--- src/rtl/prog_loader_pkg.sv ---
// Shared types and defaults for the serial program loader.
// The CHECK state exists only when LOADER_CHECKSUM_EN is defined.
package prog_loader_pkg;

  localparam int DEF_CLKS_PER_BIT = 434;  // 50 MHz / 115200 baud
  localparam int DEF_MEM_WORDS    = 512;

  typedef enum logic [2:0] {
    IDLE,
    LEN_HI,
    LEN_LO,
    DATA_HI,
    DATA_LO,
`ifdef LOADER_CHECKSUM_EN
    CHECK,
`endif
    DONE,
    ERROR
  } ld_state_t;

  typedef enum logic [1:0] {
    RX_IDLE,
    RX_START,
    RX_DATA,
    RX_STOP
  } rx_state_t;

endpackage

--- src/rtl/prog_loader_uart_rx_byte.sv ---
// 8N1 byte receiver: two-flop synchroniser, falling-edge start detect with a
// mid-bit re-check, mid-bit data/stop sampling and a down-counting bit timer.
// rx_byte/byte_valid/frame_err are registered, so they appear one cycle after
// the stop-bit sample. start_det pulses when a start bit is confirmed.
module uart_rx_byte
  import prog_loader_pkg::*;
#(
  parameter int CLKS_PER_BIT = DEF_CLKS_PER_BIT
) (
  input  logic       clk,
  input  logic       rst,
  input  logic       rx,
  output logic [7:0] rx_byte,
  output logic       byte_valid,
  output logic       frame_err,
  output logic       start_det
);

  localparam int CW = (CLKS_PER_BIT > 1) ? $clog2(CLKS_PER_BIT) : 1;
  localparam logic [CW-1:0] FULL = CW'(CLKS_PER_BIT - 1);
  localparam logic [CW-1:0] HALF = CW'(CLKS_PER_BIT / 2 - 1);

  rx_state_t     state, state_nxt;
  logic          rx_s1, rx_s2, rx_d;
  logic [CW-1:0] cnt;
  logic [2:0]    bit_idx;
  logic [7:0]    shreg;
  logic          tc;
  logic          fall;

  assign tc   = (cnt == '0);
  assign fall = rx_d & ~rx_s2;

  // Synchronise the line and keep one extra delayed copy for edge detection.
  always_ff @(posedge clk) begin
    if (rst) begin
      rx_s1 <= 1'b1;
      rx_s2 <= 1'b1;
      rx_d  <= 1'b1;
    end else begin
      rx_s1 <= rx;
      rx_s2 <= rx_s1;
      rx_d  <= rx_s2;
    end
  end

  // Receiver state register.
  always_ff @(posedge clk) begin
    if (rst) state <= RX_IDLE;
    else     state <= state_nxt;
  end

  // Next state: a start bit that is high again at mid-bit was a glitch.
  always_comb begin
    state_nxt = state;
    case (state)
      RX_IDLE:  if (fall) state_nxt = RX_START;
      RX_START: if (tc) state_nxt = rx_s2 ? RX_IDLE : RX_DATA;
      RX_DATA:  if (tc && (bit_idx == 3'd7)) state_nxt = RX_STOP;
      RX_STOP:  if (tc) state_nxt = RX_IDLE;
      default:  state_nxt = RX_IDLE;
    endcase
  end

  // Bit timer, LSB-first shift register and registered byte outputs.
  always_ff @(posedge clk) begin
    if (rst) begin
      cnt        <= '0;
      bit_idx    <= '0;
      shreg      <= '0;
      rx_byte    <= '0;
      byte_valid <= 1'b0;
      frame_err  <= 1'b0;
      start_det  <= 1'b0;
    end else begin
      byte_valid <= 1'b0;
      frame_err  <= 1'b0;
      start_det  <= 1'b0;
      case (state)
        RX_IDLE: if (fall) cnt <= HALF;
        RX_START: begin
          if (tc) begin
            cnt       <= FULL;
            bit_idx   <= '0;
            start_det <= ~rx_s2;
          end else begin
            cnt <= cnt - 1'b1;
          end
        end
        RX_DATA: begin
          if (tc) begin
            cnt     <= FULL;
            shreg   <= {rx_s2, shreg[7:1]};
            bit_idx <= bit_idx + 1'b1;
          end else begin
            cnt <= cnt - 1'b1;
          end
        end
        RX_STOP: begin
          if (tc) begin
            if (rx_s2) rx_byte <= shreg;
            byte_valid <= rx_s2;
            frame_err  <= ~rx_s2;
          end else begin
            cnt <= cnt - 1'b1;
          end
        end
        default: ;
      endcase
    end
  end

endmodule

--- src/rtl/prog_loader.sv ---
// Serial program loader: receives a length-prefixed frame of 16-bit words over
// UART, writes them into instruction memory from address 0, then releases the
// CPU. Define LOADER_CHECKSUM_EN to require a trailing XOR checksum byte.
//
// state   | meaning
// IDLE    | waiting for the first start bit
// LEN_HI  | expecting length high byte
// LEN_LO  | expecting length low byte, then range check of N
// DATA_HI | expecting high byte of the current word
// DATA_LO | expecting low byte, write the word
// CHECK   | expecting checksum byte (checksum build only)
// DONE    | load complete, cpu_run high, line ignored
// ERROR   | bad length, framing or checksum error, held until reset
module prog_loader
  import prog_loader_pkg::*;
#(
  parameter int CLKS_PER_BIT = DEF_CLKS_PER_BIT,
  parameter int MEM_WORDS    = DEF_MEM_WORDS
) (
  input  logic        clk,
  input  logic        rst,
  input  logic        uart_rx,
  output logic        mem_we,
  output logic [8:0]  mem_addr,
  output logic [15:0] mem_wdata,
  output logic        cpu_run,
  output logic        load_err
);

  localparam logic [15:0] MAX_LEN = 16'(MEM_WORDS);

  ld_state_t   state, state_nxt;
  logic [7:0]  rx_byte;
  logic        byte_valid, frame_err, start_det;
  logic [7:0]  len_hi, data_hi;
  logic [9:0]  n_words, word_idx;
  logic [15:0] len_full;
  logic        len_ok, last_word, wr_en;
`ifdef LOADER_CHECKSUM_EN
  logic [7:0]  csum;
`endif

  uart_rx_byte #(.CLKS_PER_BIT(CLKS_PER_BIT)) u_rx (
    .clk        (clk),
    .rst        (rst),
    .rx         (uart_rx),
    .rx_byte    (rx_byte),
    .byte_valid (byte_valid),
    .frame_err  (frame_err),
    .start_det  (start_det)
  );

  assign len_full  = {len_hi, rx_byte};
  assign len_ok    = (len_full != 16'd0) && (len_full <= MAX_LEN);
  // Full 10-bit compare so that N=512 finishes at index 511 without wrapping.
  assign last_word = ((word_idx + 10'd1) == n_words);
  assign cpu_run   = (state == DONE);
  assign load_err  = (state == ERROR);

  // Loader state register.
  always_ff @(posedge clk) begin
    if (rst) state <= IDLE;
    else     state <= state_nxt;
  end

  // Frame sequencing; DONE and ERROR are terminal until reset.
  always_comb begin
    state_nxt = state;
    wr_en     = 1'b0;
    case (state)
      IDLE: if (start_det) state_nxt = LEN_HI;
      LEN_HI: begin
        if (frame_err)       state_nxt = ERROR;
        else if (byte_valid) state_nxt = LEN_LO;
      end
      LEN_LO: begin
        if (frame_err)       state_nxt = ERROR;
        else if (byte_valid) state_nxt = len_ok ? DATA_HI : ERROR;
      end
      DATA_HI: begin
        if (frame_err)       state_nxt = ERROR;
        else if (byte_valid) state_nxt = DATA_LO;
      end
      DATA_LO: begin
        if (frame_err) begin
          state_nxt = ERROR;
        end else if (byte_valid) begin
          wr_en = 1'b1;
`ifdef LOADER_CHECKSUM_EN
          state_nxt = last_word ? CHECK : DATA_HI;
`else
          state_nxt = last_word ? DONE : DATA_HI;
`endif
        end
      end
`ifdef LOADER_CHECKSUM_EN
      CHECK: begin
        if (frame_err)       state_nxt = ERROR;
        else if (byte_valid) state_nxt = (rx_byte == csum) ? DONE : ERROR;
      end
`endif
      DONE:    state_nxt = DONE;
      ERROR:   state_nxt = ERROR;
      default: state_nxt = IDLE;
    endcase
  end

  // Frame datapath: length capture, word assembly and the write port.
  always_ff @(posedge clk) begin
    if (rst) begin
      mem_we    <= 1'b0;
      mem_addr  <= '0;
      mem_wdata <= '0;
      len_hi    <= '0;
      data_hi   <= '0;
      n_words   <= '0;
      word_idx  <= '0;
`ifdef LOADER_CHECKSUM_EN
      csum      <= '0;
`endif
    end else begin
      mem_we <= wr_en;
      if (byte_valid) begin
        case (state)
          LEN_HI:  len_hi  <= rx_byte;
          LEN_LO:  n_words <= len_full[9:0];
          DATA_HI: data_hi <= rx_byte;
          default: ;
        endcase
      end
      if (wr_en) begin
        mem_addr  <= word_idx[8:0];
        mem_wdata <= {data_hi, rx_byte};
        word_idx  <= word_idx + 10'd1;
      end
`ifdef LOADER_CHECKSUM_EN
      if (byte_valid && (state inside {LEN_HI, LEN_LO, DATA_HI, DATA_LO}))
        csum <= csum ^ rx_byte;
`endif
    end
  end

endmodule

--- config.mk ---
export PLATFORM = sky130hd
export DESIGN_NAME = prog_loader
export DESIGN_NICKNAME = d
export VERILOG_FILES = /design/src/rtl/prog_loader_pkg.sv /design/src/rtl/prog_loader_uart_rx_byte.sv /design/src/rtl/prog_loader.sv
export SDC_FILE = /design/constraint.sdc
export NUM_CORES = 1
export LEC_CHECK = 0
export ABC_AREA = 1
export CAP_MARGIN = 10
export CORE_ASPECT_RATIO = 0.7
export CORE_MARGIN = 4
export CORE_UTILIZATION = 55
export DETAILED_ROUTE_END_ITERATION = 10
export HOLD_SLACK_MARGIN = 0.08
export MAX_ROUTING_LAYER = met4
export PLACE_DENSITY = 0.75
export SYNTH_ARGS = -nofsm -noshare
export SYNTH_HDL_FRONTEND = slang
export SYNTH_SLANG_ARGS = --single-unit
--- constraint.sdc ---
create_clock -name clk -period 3.9 [get_ports clk]
set_input_delay 0.585 -clock clk [delete_from_list [all_inputs] [get_ports clk]]
set_output_delay 0.585 -clock clk [all_outputs]
set_load 0.02 [all_outputs]
After elaboration in Yosys (flattened, before gate mapping)
Index checks and enable logic that the tools add are counted.
- equality and inequality tests: 22
- reductions and logical operators: 20
- $add $sub $neg: 3
- bitwise logic cells: 5
- mux-type cells: 29
- $lt $le $gt $ge: 1
- operator list (kind ; number):
    two-way mux 3 bit ; 13
    two-way mux 9 bit ; 3
    one-hot mux 9 bit (3 select lines) ; 1
    one-hot mux 3 bit (7 select lines) ; 1
    <= comparator 16 x 10 -> 1 bit (second input constant) ; 1
    nonzero test 16 bit ; 1
    equality test 3 bit (second input constant) ; 4
    != test 2 x 1 -> 1 bit (second input constant) ; 6
    != test 3 x 1 -> 1 bit (second input constant) ; 4
    adder 10 x 1 -> 10 bit (second input constant) ; 1
    equality test 10 bit ; 1
    two-way mux 2 bit ; 5
    AND reduction 2 bit ; 5
    zero test 9 bit ; 1
    subtractor 9 x 1 -> 9 bit (second input constant) ; 1
    one-hot mux 2 bit (4 select lines) ; 1
    equality test 3 x 2 -> 1 bit (second input constant) ; 2
    one-hot mux 3 bit (2 select lines) ; 1
    AND reduction 3 bit ; 2
    OR reduction 2 bit ; 3
    AND reduction 5 bit ; 1
    equality test 2 bit (second input constant) ; 2
    two-way mux 1 bit ; 4
    inverter 1 bit ; 4
    other kinds (11) ; 12
- bits in registers: 101

Depth between registers and ports, before layout
Gate-level depths: netlist of run 1.
- word-level depth: 6
- gate-level depth with buffers: 15
- depth with buffers taken out: 15

Modules after synthesis
A second synthesis of run 1 with hierarchy kept.
- cell total of the unflattened synthesis: 606
- area, all modules: 4551.9 um^2
- modules (own cells, without submodules) (module ; area an instance (um^2) ; instances ; cells an instance):
    prog_loader ; 2885.3 ; 1 ; 384
    uart_rx_byte ; 1666.6 ; 1 ; 222

Worst setup path before layout of run 1
Ideal clock, no wire load.
- path type: register -> register
- start: reg u_rx.cnt[0]
- end: reg u_rx.rx_byte[7]
- path buffers: 1
- cell stages (with the launch flop): 11
- slack: 2265 ps
- clock period less this slack: 1635 ps
- data arrival time: 1515 ps
- library setup time: 119 ps
- cells stage by stage: dfxtp_1 inv_1 ha_1 nand3_1 nor3_2 nand2_4 nor2_4 nand2_2 buf_2 o21ai_1 a21oi_1
- longest elaborated chain between the ends: 2
- ends and longest elaborated chain (item ; line ; source):
    start: declaration ; prog_loader_uart_rx_byte.sv:25 ; logic [CW-1:0] cnt;
    start signal: assignment ; prog_loader_uart_rx_byte.sv:87 ; cnt <= cnt - 1'b1;
    start signal: assignment ; prog_loader_uart_rx_byte.sv:96 ; cnt <= cnt - 1'b1;
    start signal: assignment ; prog_loader_uart_rx_byte.sv:105 ; cnt <= cnt - 1'b1;
    zero test 9 bit ; prog_loader_uart_rx_byte.sv:31 ; assign tc = (cnt == '0);
    AND reduction 3 bit (no source line) ; -- ;
    end signal: assignment ; prog_loader_uart_rx_byte.sv:101 ; if (rx_s2) rx_byte <= shreg;
    end: declaration ; prog_loader_uart_rx_byte.sv:13 ; output logic [7:0] rx_byte,
No other way between the ends.
A chain may end at the register's enable or synchronous reset.

Worst setup path in the final report of run 1
- start: reg state[2]
- end: out cpu_run
- longest elaborated chain between the ends: 1
- ends and longest elaborated chain (item ; line ; source):
    start: declaration ; prog_loader.sv:32 ; ld_state_t state, state_nxt;
    start signal: assignment ; prog_loader.sv:63 ; else state <= state_nxt;
    equality test 3 bit ; prog_loader.sv:57 ; assign cpu_run = (state == DONE);
    end: declaration ; prog_loader.sv:26 ; output logic cpu_run,
No other way between the ends.

==> results of run 1 <==
layer usage:
layer | global-route usage, % | up-vias
met5 | - | -
met4 | 8.54 | 0
met3 | 5.39 | 13
met2 | 33.0 | 96
met1 | 32.1 | 1874
li1 | - | 1940
cell type report:
| type | count | area, um2 | area share (%) |
|---|---|---|---|
| timing repair buffer | 33 | 348 | 6.95 |
| clock buffer | 12 | 236 | 4.73 |
| multi-input combinational | 375 | 1940 | 38.7 |
| inverter | 75 | 282 | 5.63 |
| sequential | 101 | 2020 | 40.4 |
| tap | 98 | 123 | 2.45 |
| clock inverter | 4 | 55.1 | 1.10 |
cell usage after synthesis (all sizes together), types with 2 or more instances:
| cell | count |
|---|---|
| nor3 | 6 |
| xor2 | 7 |
| a21oi | 87 |
| o21ai | 79 |
| or2 | 3 |
| o211ai | 3 |
| ha | 8 |
| a211oi | 2 |
| clkbuf | 13 |
| nand3 | 31 |
| nand4 | 4 |
| nor4 | 2 |
| nand3b | 5 |
| buf | 8 |
| nor2 | 42 |
| inv | 73 |
| clkinv | 2 |
| xnor2 | 2 |
| dfxtp | 101 |
| nand2 | 86 |
| a31oi | 5 |
state kept, by name, indices dropped and copies added (netlist names), 8 cells and up, named ones only:
register	flops
u_rx.shreg	8
u_rx.rx_byte	8
word_idx	10
u_rx.cnt	9
n_words	10
mem_wdata	16
mem_addr	9
len_hi	8
data_hi	8
kinds of logic (layout without fill, tap and decap cells):
| group | count (synthesis) | after routing | share of synthesized area [%] |
|---|---|---|---|
| AO/OA/AOI/OAI | 179 | 179 | 21.6 |
| XOR/XNOR | 9 | 9 | 1.82 |
| adder cells (fa/ha/maj) | 8 | 8 | 2.31 |
| buffers and inverters | 96 | 124 | 8.56 |
| flip-flops | 101 | 101 | 46.7 |
| AND/OR/NAND/NOR | 179 | 179 | 19.0 |
metrics by stage:
stage          instances  utilization (%)  cell area [um2]
2_1_floorplan        572                -             4330
3_3_place_gp         681             62.7             4690
3_5_place_dp         681             62.7             4690
4_1_cts              697             66.6             4980
5_1_grt              698             66.9             5000
6_report             698             66.9             5000
worst max-delay path: cells and delay by family, from the launching register on:
family	cells	cell delay, ns
buf+inv	2	0.79
flops	1	0.40
simple gates	1	0.26
cell usage in the layout (no fill, tap or decap), drive strengths merged:
| master | Yosys | final |
|---|---|---|
| a221oi | 1 | 1 |
| inv | 73 | 75 |
| clkinv | 2 | 2 |
| nand3 | 31 | 31 |
| xor2 | 7 | 7 |
| clkbuf | 13 | 12 |
| o21ai | 79 | 79 |
| nor4 | 2 | 2 |
| o211ai | 3 | 3 |
| ha | 8 | 8 |
| clkdlybuf4s50 | 0 | 30 |
| a21oi | 87 | 87 |
| nand3b | 5 | 5 |
| nand4 | 4 | 4 |
| clkinvlp | 0 | 1 |
| o22ai | 1 | 1 |
| nand2 | 86 | 86 |
| bufinv | 0 | 1 |
| o211a | 1 | 1 |
| dfxtp | 101 | 101 |
| nor3 | 6 | 6 |
| nor2 | 42 | 42 |
| a211oi | 2 | 2 |
| a31oi | 5 | 5 |
| buf | 8 | 3 |
| xnor2 | 2 | 2 |
| or2 | 3 | 3 |
how the worst max path moves through the flow:
stage                     cells past startpoint               to  slack (ns)         from
final                                         3          cpu_run        1.53     state[2]
after global routing                          5         load_err        1.49     state[1]
after CTS                                     9      mem_addr[0]        1.50     state[1]
after detailed placement                      6        len_hi[2]        1.47          rst
after global placement                        6  u_rx.rx_byte[0]        1.56          rst
after floorplan                              10  u_rx.rx_byte[7]        2.27  u_rx.cnt[0]
power by group:
part,leakage [nW],switching [mW],internal (mW)
clock,0.138,0.391,0.503
combinational,0.990,0.379,0.182
sequential,0.815,0.0448,1.08
==> results.json, run 1 <==
{
  "ant_nets": 0,
  "power_mw": 2.58,
  "start_kind": "register",
  "min_to": "u_rx.rx_s2",
  "cts_root_buf": "clkbuf_16",
  "slowest_stage": "clkdlybuf4s50_1",
  "place_congestion": 0.937,
  "core_area_um2": 7480,
  "synth_area_um2": 4330,
  "wl_met2_um": 4100,
  "netlist_instances": 572,
  "drt_iter0_drc": 387,
  "synth_flop_cell": "dfxtp_1",
  "ios": 31,
  "die_area_um2": 9370,
  "antenna_found_initial": 0,
  "synth.distinct_cells": 34,
  "vias": 3923,
  "hold_path.class": "reg2reg",
  "synth_edf_count": 0,
  "slew_headroom_pct": 39.4,
  "synthTopCellsByArea": "dfxtp_1, a21oi_1, o21ai_0",
  "insertion_delay_ns": 0.35,
  "vdd_drop_max_v": 0.000323,
  "worst_setup_path_end_kind": "output port",
  "n_antenna_cell": 0,
  "nFillCells": 643,
  "clkSinkCount": 101,
  "ctsHoldBuffers": 0,
  "slowest_delay_ns": 0.67,
  "clk_path_buf_depth": 2,
  "routed.top_layer": "met4",
  "final_nets": 606,
  "synth.avg_cell_area_um2": 7.56,
  "tns_ns": 0,
  "grtUsageTotal_pct": 23.1,
  "die_height_um": 82.2,
  "post-route-period-util_pct": 60.7,
  "numCtsBuffers": 9,
  "postCtsSetupBuffers": 0,
  "max_cap_violations": 0,
  "period_needed_ns": 2.37,
  "arrival_ns": 1.78,
  "met3WireLength_um": 564,
  "holdCritStartpoint": "u_rx.rx_s1",
  "hold_violations": 0,
  "drive_gt1_share_pct": 7.17,
  "wl_met1_um": 5060,
  "first_pass_iters": 5,
  "grt_pass1_wl_um": 16900,
  "finClkSkew_ns": 0.00871,
  "crit_path_max_fanout": 5,
  "hpwl_um": 6770,
  "fp-row-count": 26,
  "critPathRequiredTime_ns": 3.31,
  "setup_violations": 0,
  "post-route-drc-count": 0,
  "cellPowerDensity_nw_per_um2": 515,
  "grt-ovfl-total": 0,
  "viasPerCell": 5.62,
  "crit_type": "reg2out",
  "r2r-start": "word_idx[0]",
  "yosys_register_bits": 101,
  "initial_core_util_pct": 57.8,
  "postCtsResizedCells": 0,
  "portBuffers": 30,
  "hold_depth": 1,
  "wl_per_cell_um": 14.1,
  "timing.rr.end": "state[2]",
  "status": "complete, no violations",
  "area_delta_synth_final_pct": 15.7,
  "fin_ws_ns": 1.53,
  "yosysWarnings": 0,
  "yosysTopAreaCell": "dfxtp_1",
  "max_slew.worst_pin.slew_ns": 0.906,
  "power_leakage_nw": 1.94,
  "ff2ff_path_depth": 15,
  "seq_area_frac_synth_pct": 46.7,
  "slew_viol_final": 0,
  "cts_tree": "built",
  "wl_um": 9870,
  "path_clk_slew_ns": 0.07,
  "first_global_vias": 3590,
  "grt_max_degree": 63,
  "rsz0062_at_grt": "no",
  "max_freq_ghz": 0.422,
  "whs_ns": 0.418,
  "synthArstFlopShare_pct": 0,
  "yosysTopAreaCellShare_pct": 46.7,
  "htree_levels": 3,
  "r2r_slack_ns": 1.87,
  "dpl_worst_slack_ns": 1.47,
  "die_w_um": 114,
  "synth_nets": 583,
  "cp_cell_sequence": "inv_1 -> nor3_1 -> clkdlybuf4s50_1"
}
Note: power is estimated with default switching activity, not from simulation.
==> run 2: changes to the inputs <==
CORE_UTILIZATION = 52   (was 55)
clock period = 2.1 ns   (was 3.9 ns; I/O delays follow)
==> run 2 against run 1 <==
Global-route usage down 1.2 points. Combinational power up 93%. Via count down 0.43%. Sequential cell count unchanged. Total power up 88%. Clock power up 87%. First-iteration DRC count down 14%. Critical endpoint is now state[2]. Largest power group unchanged.
==> results.json, run 2 (synthesis gave the netlist of run 1 again) <==
{
  "status": "complete, no violations",
  "fp-row-count": 27,
  "period_needed_ns": 1.93,
  "post-route-drc-count": 0,
  "nFillCells": 691,
  "mostFrequentLayoutCells": "dfxtp_1, a21oi_1, nand2_1",
  "largest_register_ffs": 16,
  "critPathLaunch": "word_idx[1]",
  "arrival_ns": 2.21,
  "setup_violations": 0,
  "timing.rr.end": "state[2]",
  "n_antenna_cell": 0,
  "cp_cell_sequence": "ha_1 -> nand2_2 -> nor2_2 -> nand2_1 -> nand2_1 -> nand2_1 -> nand2_1 -> nand2_1 -> nor2_1 -> nand3_1 -> nand2_1 -> nand2_1 -> nand2_1 -> nand2_1 -> a21oi_2",
  "grt-ovfl-total": 0,
  "worst_setup_path_end_kind": "register",
  "die_w_um": 117,
  "cts_root_buf": "clkbuf_16",
  "vias": 3906,
  "area_delta_synth_final_pct": 16.7,
  "portBuffers": 30,
  "cellPowerDensity_nw_per_um2": 960,
  "start_kind": "register",
  "die_height_um": 84.3,
  "power_leakage_nw": 2.00,
  "drt_iter0_drc": 333,
  "critical_path.endpoint": "state[2]",
  "power_mw": 4.84,
  "drive_gt1_share_pct": 8.29,
  "first_global_vias": 3575,
  "hold_path.class": "reg2reg",
  "rsz0062_at_grt": "no",
  "post-route-period-util_pct": 91.9,
  "slowest_delay_ns": 0.37,
  "crit_buf_inv": 0,
  "slew_viol_final": 0,
  "max_cap_violations": 0,
  "ios": 31,
  "htree_levels": 3,
  "ant_nets": 0,
  "core_area_um2": 7970,
  "wl_per_cell_um": 14.2,
  "hold_violations": 0,
  "path_clk_slew_ns": 0.07,
  "reg_top3": "mem_wdata x16, n_words x10, word_idx x10",
  "cp_num_cells": 15,
  "antenna_found_initial": 0,
  "layout_commonest_cell": "dfxtp_1",
  "max_freq_ghz": 0.518,
  "cts_tree": "built",
  "insertion_delay_ns": 0.34,
  "numCtsBuffers": 9,
  "wl_um": 10000,
  "crit_type": "reg2reg",
  "grt_max_degree": 49,
  "top_register": "mem_wdata",
  "critPathRequiredTime_ns": 2.38,
  "post-place-cells": 689,
  "vdd_drop_max_v": 0.000596,
  "cpMostUsedCell": "nand2_1",
  "finalInstanceArea_um2": 5050,
  "max_slew.worst_pin.slew_ns": 0.526,
  "hpwl_um": 7010,
  "final_nets": 610,
  "die_area_um2": 9860,
  "viasPerCell": 5.55,
  "clk_path_buf_depth": 2,
  "slew_headroom_pct": 64.8,
  "ff2ff_path_depth": 15,
  "tns_ns": 0,
  "crit_family": "simple AND/OR/NAND/NOR gates",
  "clkSinkCount": 101,
  "layout.cells.non_filler": 704,
  "slowest_stage": "dfxtp_2",
  "crit_path_max_fanout": 5,
  "r2r_slack_ns": 0.17,
  "place_area_um2": 4750,
  "grt_pass1_wl_um": 17100,
  "postLayoutCoreUtil_pct": 63.3,
  "place_congestion": 0.906,
  "first_pass_iters": 5,
  "finClkSkew_ns": 0.00443,
  "grtUsageTotal_pct": 21.9,
  "initial_core_util_pct": 54.3,
  "r2r-start": "word_idx[1]"
}
[run 2: cell types whose count changed in the layout (fill, tap and decap cells not counted), moves of 2 or more]
cell,previous run,this run
dfxtp_1,101,99
clkbuf_1,3,1
buf_4,1,5
clkdlybuf4s50_1,30,28
dfxtp_2,0,2
[run 2: metrics by stage]
stage	setup slack [ns]	hold WS (ns)
6_report	0.171	0.420
3_3_place_gp	0.233	0.396
3_5_place_dp	0.159	0.407
2_1_floorplan	0.465	0.389
5_1_grt	0.0179	0.447
4_1_cts	0.0215	0.425
[run 2: worst min path at each step]
| stage | endpoint | from | depth (start not counted) |
|---|---|---|---|
| 4_1_cts | u_rx.rx_s2 | u_rx.rx_s1 | 1 |
| 6_report | u_rx.rx_s2 | u_rx.rx_s1 | 1 |
| 3_3_place_gp | u_rx.rx_s2 | u_rx.rx_s1 | 1 |
| 2_1_floorplan | u_rx.rx_s2 | u_rx.rx_s1 | 1 |
| 5_1_grt | u_rx.rx_s2 | u_rx.rx_s1 | 1 |
| 3_5_place_dp | u_rx.rx_s2 | u_rx.rx_s1 | 1 |
[run 2: power by group]
group	internal, mW	total, mW	leakage [nW]	switching, mW
logic	0.371	1.08	1.03	0.714
clock network	0.961	1.67	0.147	0.713
registers	2.00	2.09	0.816	0.0869
total	3.33	4.84	2.00	1.51
[run 2: routing by layer]
layer	part of all wire, %	wire (um)	vias up	global-route usage [%]
met5	0	0	-	-
met2	44	4390	128	30.9
met4	0.87	87	0	4.38
met3	5.4	541	13	5.26
met1	50	5000	1814	31.9
li1	-	-	1951	-
[run 2: repair_timing]
action,in CTS,in global routing
resized for setup,1,3
pin swaps,0,0
endpoints found under the setup margin,1,3
hold buffers,0,0
setup buffers,0,0
cloned,0,0
[run 2: cell type report]
cell class / instances / area [um2] / share of cell area (%)
well taps: 101 / 126 / 2.50
clock buffers: 11 / 243 / 4.81
inverters: 75 / 282 / 5.58
repair buffers: 37 / 379 / 7.51
flip-flops and latches: 101 / 2020 / 40.1
multi-input cells: 375 / 1940 / 38.4
clock inverters: 4 / 56.3 / 1.12
==> run 3: changes to the inputs <==
CAP_MARGIN = 0   (was 10)
==> results of run 3 <==
The final DEF is identical to that of run 2; final timing and power are the same.
